## src/rtl/opb_register_ppc2simulink_sync.sv

```systemverilog
// ---------------------------------------------------------------------------
// opb_register_ppc2simulink_sync
//
// OPB slave that holds one 32-bit software-writable register. The PPC writes
// it over OPB, and user fabric logic sees it as a parallel word plus a
// one-cycle update strobe. User logic shares OPB_Clk, so there is no clock
// crossing. Word 0 (offset 0x0) is the register, which can also be read back.
//
// Optional build macro: OPB_P2S_WRCNT_EN
//   defined   : word 1 (offset 0x4) is a 32-bit count of word-0 writes that
//               have at least one byte enable set. Any write to word 1
//               clears the count.
//   undefined : word 1 reads as zero. Writes to it are acked and ignored.
//
// Ports
//   OPB_Clk, OPB_Rst    clock and synchronous active-high reset
//   OPB_ABus [0:31]     address (bit 0 is the MSB)
//   OPB_BE   [0:3]      byte enables; BE[0] covers DBus[0:7]
//   OPB_DBus [0:31]     write data (bit 0 is the MSB)
//   OPB_RNW             1 = read, 0 = write
//   OPB_select          transfer in progress
//   OPB_seqAddr         ignored
//   Sl_DBus  [0:31]     read data; zero except in the ack cycle of a read
//   Sl_errAck, Sl_retry, Sl_toutSup   always 0
//   Sl_xferAck          one-cycle transfer acknowledge
//   user_data_out[31:0] register value; bit 31 corresponds to DBus[0]
//   user_data_valid     one-cycle pulse in the cycle after a register update
// ---------------------------------------------------------------------------
module opb_register_ppc2simulink_sync #(
  parameter logic [31:0] C_BASEADDR   = 32'h01080A00,
  parameter logic [31:0] C_HIGHADDR   = 32'h01080AFF,
  parameter int          C_OPB_AWIDTH = 32,
  parameter int          C_OPB_DWIDTH = 32,
  parameter logic [31:0] C_INIT       = 32'h00000000
) (
  input  logic                      OPB_Clk,
  input  logic                      OPB_Rst,
  input  logic [0:C_OPB_AWIDTH-1]   OPB_ABus,
  input  logic [0:C_OPB_DWIDTH/8-1] OPB_BE,
  input  logic [0:C_OPB_DWIDTH-1]   OPB_DBus,
  input  logic                      OPB_RNW,
  input  logic                      OPB_select,
  input  logic                      OPB_seqAddr,
  output logic [0:C_OPB_DWIDTH-1]   Sl_DBus,
  output logic                      Sl_errAck,
  output logic                      Sl_retry,
  output logic                      Sl_toutSup,
  output logic                      Sl_xferAck,
  output logic [31:0]               user_data_out,
  output logic                      user_data_valid
);

  typedef enum logic [1:0] {
    ST_IDLE,
    ST_ACK,
    ST_WAIT
  } state_t;

  state_t      state_q, state_d;
  logic [31:0] reg_q, reg_d;
  logic        valid_q, valid_d;

  logic        hit;
  logic        ack;
  logic        word_sel;
  logic [31:0] wr_data;
  logic [31:0] word1_value;
  logic [31:0] rd_word;
  logic        unused_ok;

  // Sequential-burst hinting has no meaning for a single-register slave.
  assign unused_ok = OPB_seqAddr;

  // The address decode covers the whole window. ABus[29] selects between
  // even words (the register) and odd words (word 1), so each word repeats
  // throughout the range.
  assign hit      = OPB_select && (OPB_ABus >= C_BASEADDR) && (OPB_ABus <= C_HIGHADDR);
  assign word_sel = OPB_ABus[29];
  assign ack      = (state_q == ST_ACK);

  // Assigning the big-endian bus to a little-endian vector maps DBus[0] to
  // bit 31, so the byte lanes line up with user_data_out without swapping.
  assign wr_data  = OPB_DBus;

  // The ACK state is entered unconditionally from a hit and lasts exactly
  // one cycle. WAIT absorbs a select that is held after the ack, so a long
  // select cannot produce a second ack.
  always_comb begin
    state_d = state_q;
    reg_d   = reg_q;
    valid_d = 1'b0;
    case (state_q)
      ST_IDLE: begin
        if (hit) begin
          state_d = ST_ACK;
        end
      end
      ST_ACK: begin
        state_d = ST_WAIT;
        if (!OPB_RNW && !word_sel) begin
          for (int i = 0; i < 4; i++) begin
            if (OPB_BE[i]) begin
              reg_d[31-8*i -: 8] = wr_data[31-8*i -: 8];
            end
          end
          // Any enabled lane counts as an update, even if the data is
          // unchanged. An all-zero BE write is acked silently.
          valid_d = |OPB_BE;
        end
      end
      ST_WAIT: begin
        if (!OPB_select) begin
          state_d = ST_IDLE;
        end
      end
      default: begin
        state_d = ST_IDLE;
      end
    endcase
  end

  always_ff @(posedge OPB_Clk) begin
    if (OPB_Rst) begin
      state_q <= ST_IDLE;
      reg_q   <= C_INIT;
      valid_q <= 1'b0;
    end else begin
      state_q <= state_d;
      reg_q   <= reg_d;
      valid_q <= valid_d;
    end
  end

`ifdef OPB_P2S_WRCNT_EN
  logic [31:0] wr_cnt_q, wr_cnt_d;
  logic        cnt_inc;
  logic        cnt_clr;

  // The count advances on the same edge that updates the register. A
  // clear from a word-1 write takes priority.
  assign cnt_inc = ack && !OPB_RNW && !word_sel && (|OPB_BE);
  assign cnt_clr = ack && !OPB_RNW && word_sel;

  always_comb begin
    wr_cnt_d = wr_cnt_q;
    if (cnt_inc) begin
      wr_cnt_d = wr_cnt_q + 32'd1;
    end
    if (cnt_clr) begin
      wr_cnt_d = 32'd0;
    end
  end

  always_ff @(posedge OPB_Clk) begin
    if (OPB_Rst) begin
      wr_cnt_q <= 32'd0;
    end else begin
      wr_cnt_q <= wr_cnt_d;
    end
  end

  assign word1_value = wr_cnt_q;
`else
  assign word1_value = 32'd0;
`endif

  assign rd_word = word_sel ? word1_value : reg_q;

  // The OPB read bus is wired-OR across slaves, so it must stay zero except
  // during this slave's read ack.
  assign Sl_DBus         = (ack && OPB_RNW) ? rd_word : '0;
  assign Sl_xferAck      = ack;
  assign Sl_errAck       = 1'b0;
  assign Sl_retry        = 1'b0;
  assign Sl_toutSup      = 1'b0;
  assign user_data_out   = reg_q;
  assign user_data_valid = valid_q;

endmodule

```

## config.mk

```make
export PLATFORM = sky130hd
export DESIGN_NAME = opb_register_ppc2simulink_sync
export DESIGN_NICKNAME = d
export VERILOG_FILES = /design/src/rtl/opb_register_ppc2simulink_sync.sv
export SDC_FILE = /design/constraint.sdc
export NUM_CORES = 1
export LEC_CHECK = 0
export CAP_MARGIN = 20
export CELL_PAD_IN_SITES_DETAIL_PLACEMENT = 1
export CELL_PAD_IN_SITES_GLOBAL_PLACEMENT = 1
export CORE_MARGIN = 3
export CORE_UTILIZATION = 24
export DETAILED_ROUTE_END_ITERATION = 8
export GPL_TIMING_DRIVEN = 1
export PLACE_DENSITY = 0.84
export REMOVE_ABC_BUFFERS = 1
export SETUP_SLACK_MARGIN = 0.2
export SYNTH_ARGS = -nofsm -noshare
export SYNTH_HDL_FRONTEND = slang
export SYNTH_SLANG_ARGS = --single-unit
```

## constraint.sdc

```tcl
create_clock -name OPB_Clk -period 3.7 [get_ports OPB_Clk]
set_input_delay 1.11 -clock OPB_Clk [delete_from_list [all_inputs] [get_ports OPB_Clk]]
set_output_delay 1.11 -clock OPB_Clk [all_outputs]
set_load 0.02 [all_outputs]
```

* Word level (Yosys, flattened, before mapping)
Index checks and enable logic that the tools add are counted.
** Operators by class
- Magnitude comparators :: 2
- Equality and inequality tests :: 4
- Muxes and demuxes :: 5
- Bitwise operators :: 2
- Reductions and logical operators :: 14
** Operators with widths (count)
- $mux W32 :: 2
- $ge A32 B25 Y1 const B :: 1
- $le A32 B25 Y1 const B :: 1
- $reduce_and A3 Y1 :: 4
- $pmux W2 S3 :: 1
- $logic_and A1 B1 Y1 :: 4
- $mux W2 :: 2
- $ne A2 B2 Y1 const B :: 2
- $reduce_or A4 Y1 :: 1
- $reduce_or A3 Y1 :: 1
- $eq A2 B1 Y1 const B :: 1
- $eq A2 B2 Y1 const B :: 1
- $logic_not A1 Y1 :: 2
- $logic_not A2 Y1 :: 1
- $not A1 Y1 :: 2
- $reduce_and A2 Y1 :: 1
** Storage, ports and cells
- Register bits :: 35
- Input bits :: 73
- Output and inout port bits :: 69
- Word-level logic and storage cells :: 33

* Logic depth before layout (Yosys ltp)
Gate-level depths: netlist of the first run.
- Depth in word-level cells :: 5
- Depth in mapped cells :: 4
- Mapped depth without buffers :: 3

* Least setup slack after synthesis of the first run
Ideal clock, no wire load.
- Path kind :: input to output
- Start point :: in OPB_ABus[29] (netlist name)
- End point :: out Sl_DBus[10] (netlist name)
- Data arrival time :: 1.813 ns
- Data required time :: 2.590 ns
- Path slack :: 0.777 ns
- Cell stages on the path :: 3
- Buffers on the path :: 1
- Path through :: and3b_1 clkbuf_1 and2_1
** On the way
- Longest elaborated chain between the ends :: 2
** Ends and longest elaborated chain
- from (decl) :: RTL line 38 : input logic [0:C_OPB_AWIDTH-1] OPB_ABus,
- $mux W32 :: RTL line 167 : assign rd_word = word_sel ? word1_value : reg_q;
- $mux W32 :: RTL line 171 : assign Sl_DBus = (ack && OPB_RNW) ? rd_word : '0;
- to (decl) :: RTL line 44 : output logic [0:C_OPB_DWIDTH-1] Sl_DBus,
Every way passes these cells.

* Worst setup path in the final report of the first run
- Start point :: in OPB_ABus[29] (netlist name)
- End point :: out Sl_DBus[5] (netlist name)
The elaborated chain is that of the path after synthesis.

==> flow_metrics.py, run 1 <==
metrics = {
    "status": {
        "status": "finished, final reports clean",
    },
    "yosys": {
        "avgSynthCellArea_um2": 8.69,
        "synthCells": 210,
        "ys_ff_latch": 35,
        "netlist_area_um2": 1830,
        "yosys.cell_types.count": 20,
        "ys_warn_count": 0,
        "ys_seq_area_share_pct": 38.4,
    },
    "worst_setup_path": {
        "critPathCaptureType": "output pin",
        "criticalPathCategory": "primary input to output pin",
        "cp_max_fo": 18,
        "start_kind": "primary input",
        "critical_path_required_ps": 2590,
        "worstPathArrival_ps": 2320,
    },
    "detailed_routing": {
        "drc": 0,
        "drt_iter0_drc": 44,
        "via_per_inst": 4.63,
        "routedWlPerCell_um": 15.5,
        "ant_nets": 0,
        "via_count": 1998,
        "totalWireLength_mm": 6.69,
        "first_pass_iters": 4,
    },
    "placement": {
        "post-place-ws_ps": -219,
        "dp.cells": 424,
        "portBuffers": 130,
        "dp_hpwl_mm": 5.03,
        "gp_congestion": 0.687,
    },
    "floorplan": {
        "rows": 31,
        "initial_core_util_pct": 24.9,
        "die_x_um": 93.2,
        "coreArea_um2": 7330,
        "chipHeight_um": 93.2,
        "die_area_um2": 8690,
        "io_pins": 142,
    },
    "timing": {
        "hold-worst-slack_ps": 485,
        "finClkSkew_ps": 8.98,
        "finalSetupViolCount": 0,
        "fin_crit_sh_pct": 92.6,
        "slew_violations": 0,
        "worst_slew_pin_slew_ps": 836,
        "setup_ws_ps": 273,
        "final_hold_viol_count": 0,
        "maxSlewHeadroom_pct": 44.3,
        "period_minus_slack_ps": 3430,
        "rsz0062_at_grt": "false",
        "max_freq_mhz": 292,
    },
    "hold_path": {
        "hold_class": "flip-flop to flip-flop",
    },
    "final_layout": {
        "instances_no_fill": 432,
        "final_layout_size_suffix_gt1_share_pct": 15.0,
        "layout_common_cells": "clkdlybuf4s50_1 (97), and2_1 (36), dfxtp_1 (35)",
        "final_core_util_pct": 43.2,
        "num_antenna_cells": 0,
        "final_common_cell": "clkdlybuf4s50_1",
        "area_growth_pct": 73.5,
        "nets": 405,
    },
    "global_route": {
        "grt.overflow.total": 0,
        "antenna_found_initial": 0,
        "first_global_vias": 2151,
        "grt_pass1_wl_mm": 10.6,
        "grt_usage_pct": 15.3,
        "grt_max_degree": 68,
    },
    "cts": {
        "cts_sinks": 35,
        "clock_latency_ps": 290,
        "cts_tree": "built",
        "cts_max_level": 2,
        "clk_pin_slew_ps": 80,
        "root_buffer": "clkbuf_8",
        "clockBufferDepth": 2,
        "hold_buffers": 0,
        "post-cts-setup-buffers": 0,
        "numCtsBuffers": 5,
    },
    "run": {
        "cap_viol_max_count": 0,
    },
    "power": {
        "peakVddDrop_mv": 0.199,
        "p_leak_nw": 1.19,
        "p_per_area_nw_per_um2": 265,
    },
}
[area by class of cell]
class	count	area [µm²]
fillers	852	4160
repair buffers	137	1210
multi-input cells	153	1020
flip-flops and latches	35	701
well taps	99	124
clock buffers	6	82.6
clock inverters	2	35.0
[Yosys cell counts]
cell,instances,area (µm²)
nor2b_1,2,12.5
buf_2,4,20.0
nor2_1,3,11.3
conb_1,1,3.75
nand3_1,1,5.00
o21ai_0,29,145
nand4_1,1,6.26
and3b_1,1,8.76
buf_4,6,45.0
clkbuf_1,14,52.6
nand2b_1,32,200
nor4b_4,1,23.8
o41ai_1,1,8.76
nand4b_1,32,280
and2_1,36,225
a21oi_1,1,5.00
dfxtp_1,35,701
o21ai_1,3,15.0
nor4b_1,5,43.8
nor4_1,2,12.5
[stage by stage]
step                      setup TNS (ps)  area [µm²]  total power [mW]
after CTS                              0        3240             0.852
after global routing                   0        3170             0.872
after floorplan                        0        1720             0.401
after detailed placement           -4970        3200             0.486
after global placement             -3690        3200             0.483
final                                  0        3170             0.838
[worst max-delay path, cell delays in order]
cell and delay [ps]:
clkdlybuf4s50_1 480, and3b_2 250, buf_12 160, and2_1 160, buf_2 160
[logic make-up after synthesis]
group	Yosys count	synth area share [%]
buffers and inverters	24	6.44
flip-flops	35	38.4
other	1	0.205
AND/OR/NAND/NOR	116	45.4
AO/OA/AOI/OAI	34	9.53
[report_power, final]
group          leakage, nW  internal, mW  switching, mW
Sequential           0.282         0.376  0.00000000159
Clock               0.0612         0.218          0.144
Combinational        0.848        0.0717         0.0284
[routing by layer]
layer	vias up	GRT usage, %	share of wire [%]
met4	0	2.56	0.36
met5	-	0	0
met3	3	4.34	6.8
met2	80	29.3	53
li1	968	-	-
met1	947	16.9	40
[registers in the layout, indices dropped and copies added, names as in the netlist]
register and flops:
user_data_out 32, state_q 2, user_data_valid 1
[path summary, 6_finish.rpt]
path,slack [ps],cells after the start,end,start
max,270,5,Sl_DBus[5],OPB_ABus[29]
min,480,2,user_data_out[3],user_data_out[3]
max reg2reg,2180,3,user_data_out[20],state_q[1]
min reg2reg,480,2,user_data_out[3],user_data_out[3]
[repair_timing]
action                                  CTS  global route
gates resized for setup                 118            13
endpoints found under the hold margin     0             0
endpoints found under the setup margin   32            12
No activity file was read; power rests on OpenSTA's default activity.
==> inputs of run 2 (changes only) <==
- CORE_UTILIZATION: 24 -> 20
- PLACE_DENSITY: 0.84 -> 0.75
- SLEW_MARGIN: not set -> 20
- clock period: 3.7 -> 3.13 ns (I/O delays scaled with it)
==> run 2 against run 1 <==
Compared with the run above: flip-flop and latch count is the same; clock power rose by 19%; critical endpoint is now Sl_DBus[24]; cell area up 7.7%; routed wire length up 8.8%; combinational power grew 20%; largest power group unchanged.
==> flow_metrics.py, run 2 (same netlist as run 1, synthesis figures left out) <==
metrics = {
    "timing": {
        "final_hold_viol_count": 0,
        "maxSlewHeadroom_pct": 43.0,
        "finClkSkew_ps": 2.05,
        "rsz0062_at_grt": "false",
        "finalSetupViolCount": 0,
        "slew_violations": 0,
        "max_freq_mhz": 348,
        "period_minus_slack_ps": 2880,
        "hold-worst-slack_ps": 485,
        "fin_crit_sh_pct": 91.9,
        "worst_slew_pin_slew_ps": 855,
    },
    "status": {
        "status": "finished, final reports clean",
    },
    "final_layout": {
        "nets": 413,
        "final_layout_size_suffix_gt1_share_pct": 20.2,
        "n_fill_cell": 1020,
        "area_growth_pct": 86.9,
        "num_antenna_cells": 0,
        "instances_no_fill": 449,
        "largest_register_ffs": 32,
        "final_common_cell": "clkdlybuf4s50_1",
        "layout_common_cells": "clkdlybuf4s50_1 (95), dfxtp_1 (35), nand2b_1 (32), nand4b_1 (32), o21ai_0 (29)",
    },
    "power": {
        "power_mw": 0.996,
        "p_per_area_nw_per_um2": 292,
        "p_leak_nw": 1.28,
        "peakVddDrop_mv": 0.168,
    },
    "detailed_routing": {
        "drt_iter0_drc": 32,
        "via_per_inst": 4.55,
        "via_count": 2045,
        "totalWireLength_mm": 7.28,
        "first_pass_iters": 4,
        "ant_nets": 0,
        "drc": 0,
        "routedWlPerCell_um": 16.2,
    },
    "worst_setup_path": {
        "criticalPathCategory": "primary input to output pin",
        "reg2reg_depth": 3,
        "worstPathArrival_ps": 1940,
        "critical_path_required_ps": 2190,
        "cp_max_fo": 4,
        "r2r_slack_ps": 1560,
        "critPathCaptureType": "output pin",
        "start_kind": "primary input",
        "timing.rr.start": "state_q[1]",
        "rr_endpoint": "user_data_out[29]",
    },
    "hold_path": {
        "min_to": "user_data_out[25]",
        "min_path_cells": 2,
        "hold_class": "flip-flop to flip-flop",
        "holdCritStartpoint": "user_data_out[25]",
    },
    "global_route": {
        "grt_max_degree": 68,
        "grt_pass1_wl_mm": 11.1,
        "first_global_vias": 2187,
        "use_met2_pct": 25.6,
        "grt.overflow.total": 0,
        "grt_usage_pct": 13.7,
        "grt_util_met3_pct": 3.65,
        "top_usage_layer": "met2",
        "grt_util_met1_pct": 15.9,
        "antenna_found_initial": 0,
    },
    "placement": {
        "dp_hpwl_mm": 5.21,
        "dp.cells": 435,
        "gp_congestion": 0.688,
        "portBuffers": 130,
    },
    "cts": {
        "numCtsBuffers": 5,
        "clockBufferDepth": 2,
        "clock_latency_ps": 280,
        "root_buffer": "clkbuf_8",
        "cts_sinks": 35,
        "clk_pin_slew_ps": 70,
        "cts_max_level": 2,
        "cts_tree": "built",
    },
    "run": {
        "cap_viol_max_count": 0,
    },
    "floorplan": {
        "chipHeight_um": 102,
        "io_pins": 142,
        "die_area_um2": 10300,
        "rows": 34,
        "initial_core_util_pct": 20.7,
        "die_x_um": 102,
        "coreArea_um2": 8810,
    },
}
run 2: changes by cell type in the layout (fill, tap and decap cells not counted), moves of 2 or more:
cell | before | now
buf_12 | 1 | 3
buf_2 | 33 | 23
and2_4 | 0 | 9
buf_4 | 5 | 10
buf_16 | 0 | 2
and2_1 | 36 | 27
clkdlybuf4s50_1 | 97 | 95
buf_6 | 0 | 9
run 2: worst max path at each step:
stage,startpoint,to,depth (start not counted)
finish,OPB_RNW,Sl_DBus[24],6
global route,OPB_ABus[29],Sl_DBus[24],6
CTS,OPB_ABus[29],Sl_DBus[24],6
detailed placement,OPB_ABus[29],Sl_DBus[15],5
global placement,OPB_RNW,Sl_DBus[0],5
floorplan,OPB_ABus[29],Sl_DBus[0],2
run 2: layout make-up:
type,count,area [µm²],share of cell area (%)
clock inverter,2,35.0,1.03
multi-input combinational,153,1040,30.4
timing repair buffer,145,1420,41.6
sequential,35,701,20.5
clock buffer,6,82.6,2.42
tap,108,135,3.96
run 2: layer usage:
layer | vias up | routed length [µm]
li1 | 983 | -
met1 | 977 | 2990
met2 | 83 | 3800
met3 | 2 | 476
met4 | 0 | 14
met5 | - | 0
run 2: through the flow:
stage / instance area (µm²) / TNS [ps] / util [%] / setup slack (ps)
2_1_floorplan: 1720 / 0 / - / 440
5_1_grt: 3410 / 0 / 38.7 / 208
3_3_place_gp: 3210 / -10590 / 36.5 / -347
6_report: 3410 / 0 / 38.7 / 253
4_1_cts: 3410 / 0 / 38.7 / 253
3_5_place_dp: 3210 / -12120 / 36.5 / -407
run 2: timing repair:
action	in CTS	in global routing
setup endpoints to repair	32	0
hold buffers	0	0
gates resized for setup	173	0
buffers inserted	3	0
run 2: report_power, final:
group	total (mW)	switching [mW]	leakage [nW]	internal, mW
sequential	0.445	0.00000000200	0.282	0.445
clock	0.432	0.174	0.0612	0.258
combinational	0.120	0.0354	0.937	0.0844
run 2: worst max-delay path, stage by stage:
cell and delay (ps):
buf_2 100, and3b_2 230, buf_12 140, bufbuf_16 250, and2_4 150, buf_6 120
==> inputs of run 3 (changes only) <==
- PLACE_DENSITY: 0.75 -> not set
- PLACE_DENSITY_LB_ADDON: not set -> 0.1
==> run 3 against run 2 <==
Compared with the run above: cell area grew 0.66%; combinational power hardly changed; largest power group unchanged; routed wire length is 1.6% lower; core utilization rose by 0.26 points; first-iteration DRC count up 66%; via count down 1.5%; fmax decreased by 0.30%; hold slack better by 7.0 ps; total power down 11%; die area is the same; largest cell class unchanged; non-clock buffer count fell by 3; global-route usage up 0.42 points.
==> flow_metrics.py, run 3 (same netlist as run 1, synthesis figures left out) <==
metrics = {
    "worst_setup_path": {
        "cp_cell_sequence": "clkdlybuf4s15_1 > and3b_2 > bufbuf_16 > and2_1 > buf_4",
        "worstPathArrival_ps": 1950,
        "start_kind": "primary input",
        "critical_path_required_ps": 2190,
        "cp_top_family": "buffers and inverters",
        "timing.rr.start": "state_q[1]",
        "crit_buf_inv": 3,
        "cpPeakStageDelay_ps": 280,
        "criticalPathCategory": "primary input to output pin",
        "cp_max_fo": 8,
        "crit_start": "OPB_RNW",
        "critPathCaptureType": "output pin",
        "slowest_stage": "bufbuf_16",
    },
    "detailed_routing": {
        "ant_nets": 0,
        "via_per_inst": 4.52,
        "totalWireLength_mm": 7.17,
        "via_count": 2014,
        "first_pass_iters": 4,
        "drt_iter0_drc": 53,
        "drc": 0,
        "routedWlPerCell_um": 16.1,
    },
    "placement": {
        "dp_hpwl_mm": 4.93,
        "dp.cells": 432,
        "portBuffers": 130,
        "gp_congestion": 0.657,
    },
    "floorplan": {
        "io_pins": 142,
        "die_x_um": 102,
        "initial_core_util_pct": 20.7,
        "chipHeight_um": 102,
        "coreArea_um2": 8810,
        "rows": 34,
        "die_area_um2": 10300,
    },
    "timing": {
        "setup-tns-final_ps": 0,
        "hold-worst-slack_ps": 492,
        "period_minus_slack_ps": 2890,
        "maxSlewHeadroom_pct": 40.8,
        "fin_crit_sh_pct": 92.2,
        "finalSetupViolCount": 0,
        "max_freq_mhz": 347,
        "worst_slew_pin_slew_ps": 889,
        "final_hold_viol_count": 0,
        "rsz0062_at_grt": "true",
        "finClkSkew_ps": 3.58,
        "slew_violations": 0,
    },
    "cts": {
        "hold_buffers": 0,
        "cts_max_level": 2,
        "clk_pin_slew_ps": 70,
        "numCtsBuffers": 5,
        "cts_tree": "built",
        "cts_sinks": 35,
        "root_buffer": "clkbuf_8",
        "clock_latency_ps": 280,
        "clockBufferDepth": 2,
    },
    "final_layout": {
        "final_common_cell": "clkdlybuf4s50_1",
        "num_antenna_cells": 0,
        "final_layout_size_suffix_gt1_share_pct": 21.9,
        "largest_register_ffs": 32,
        "area_growth_pct": 88.1,
        "layout_common_cells": "clkdlybuf4s50_1 (95), dfxtp_1 (35), nand2b_1 (32), nand4b_1 (32), o21ai_0 (29)",
        "instances_no_fill": 446,
        "nets": 410,
    },
    "status": {
        "status": "finished, final reports clean",
    },
    "power": {
        "p_per_area_nw_per_um2": 258,
        "peakVddDrop_mv": 0.122,
        "power_mw": 0.887,
        "p_leak_nw": 1.26,
    },
    "global_route": {
        "first_global_vias": 2191,
        "grt.overflow.total": 0,
        "grt_pass1_wl_mm": 11.5,
        "antenna_found_initial": 0,
        "grt_usage_pct": 14.2,
        "grt_max_degree": 68,
    },
    "run": {
        "cap_viol_max_count": 0,
    },
    "hold_path": {
        "holdCritStartpoint": "user_data_out[25]",
        "hold_class": "flip-flop to flip-flop",
    },
}
-- run 3: power breakdown --
group	switching [mW]	internal [mW]	total (mW)
registers	0.00000000199	0.445	0.445
logic	0.0349	0.0847	0.120
clock network	0.170	0.152	0.323
-- run 3: cell type report --
class / instances / area [µm²]
clock inverters: 3 / 15.0
flip-flops and latches: 35 / 701
fillers: 1020 / 5370
repair buffers: 142 / 1450
well taps: 108 / 135
clock buffers: 5 / 68.8
multi-input cells: 153 / 1060
-- run 3: worst min-delay path, delay by kind of cell (launching register included) --
| kind | cells | cell delay, ps |
|---|---|---|
| flops | 1 | 330 |
| simple gates | 1 | 70 |
| compound gates | 1 | 50 |
-- run 3: what timing repair did --
| action | 4_1_cts | 5_1_grt |
|---|---|---|
| gates resized for setup | 194 | 17 |
| cloned | 3 | 0 |
| setup endpoints to repair | 32 | 32 |
| buffers inserted | 3 | 0 |
-- run 3: per-layer routing --
metal / part of all wire, % / GRT usage [%] / routed length, µm
met5: 0 / 0 / 0
met4: 0.54 / 3.07 / 39
met3: 5.5 / 3.03 / 395
met2: 52 / 25.1 / 3690
met1: 42 / 17.6 / 3040
-- run 3: through the flow --
| stage | cell area [µm²] | setup slack (ps) | util, % |
|---|---|---|---|
| floorplan | 1720 | 440 | - |
| global placement | 3200 | -363 | 36.4 |
| global route | 3430 | 197 | 39.0 |
| finish | 3430 | 244 | 39.0 |
| detailed placement | 3200 | -388 | 36.4 |
| CTS | 3390 | 177 | 38.5 |
-- run 3: worst paths after layout --
kind | endpoint | slack [ps] | depth (start not counted)
max reg2reg | user_data_out[17] | 1590 | 4
min reg2reg | user_data_out[25] | 490 | 2
min | user_data_out[25] | 490 | 2
max | Sl_DBus[14] | 240 | 5
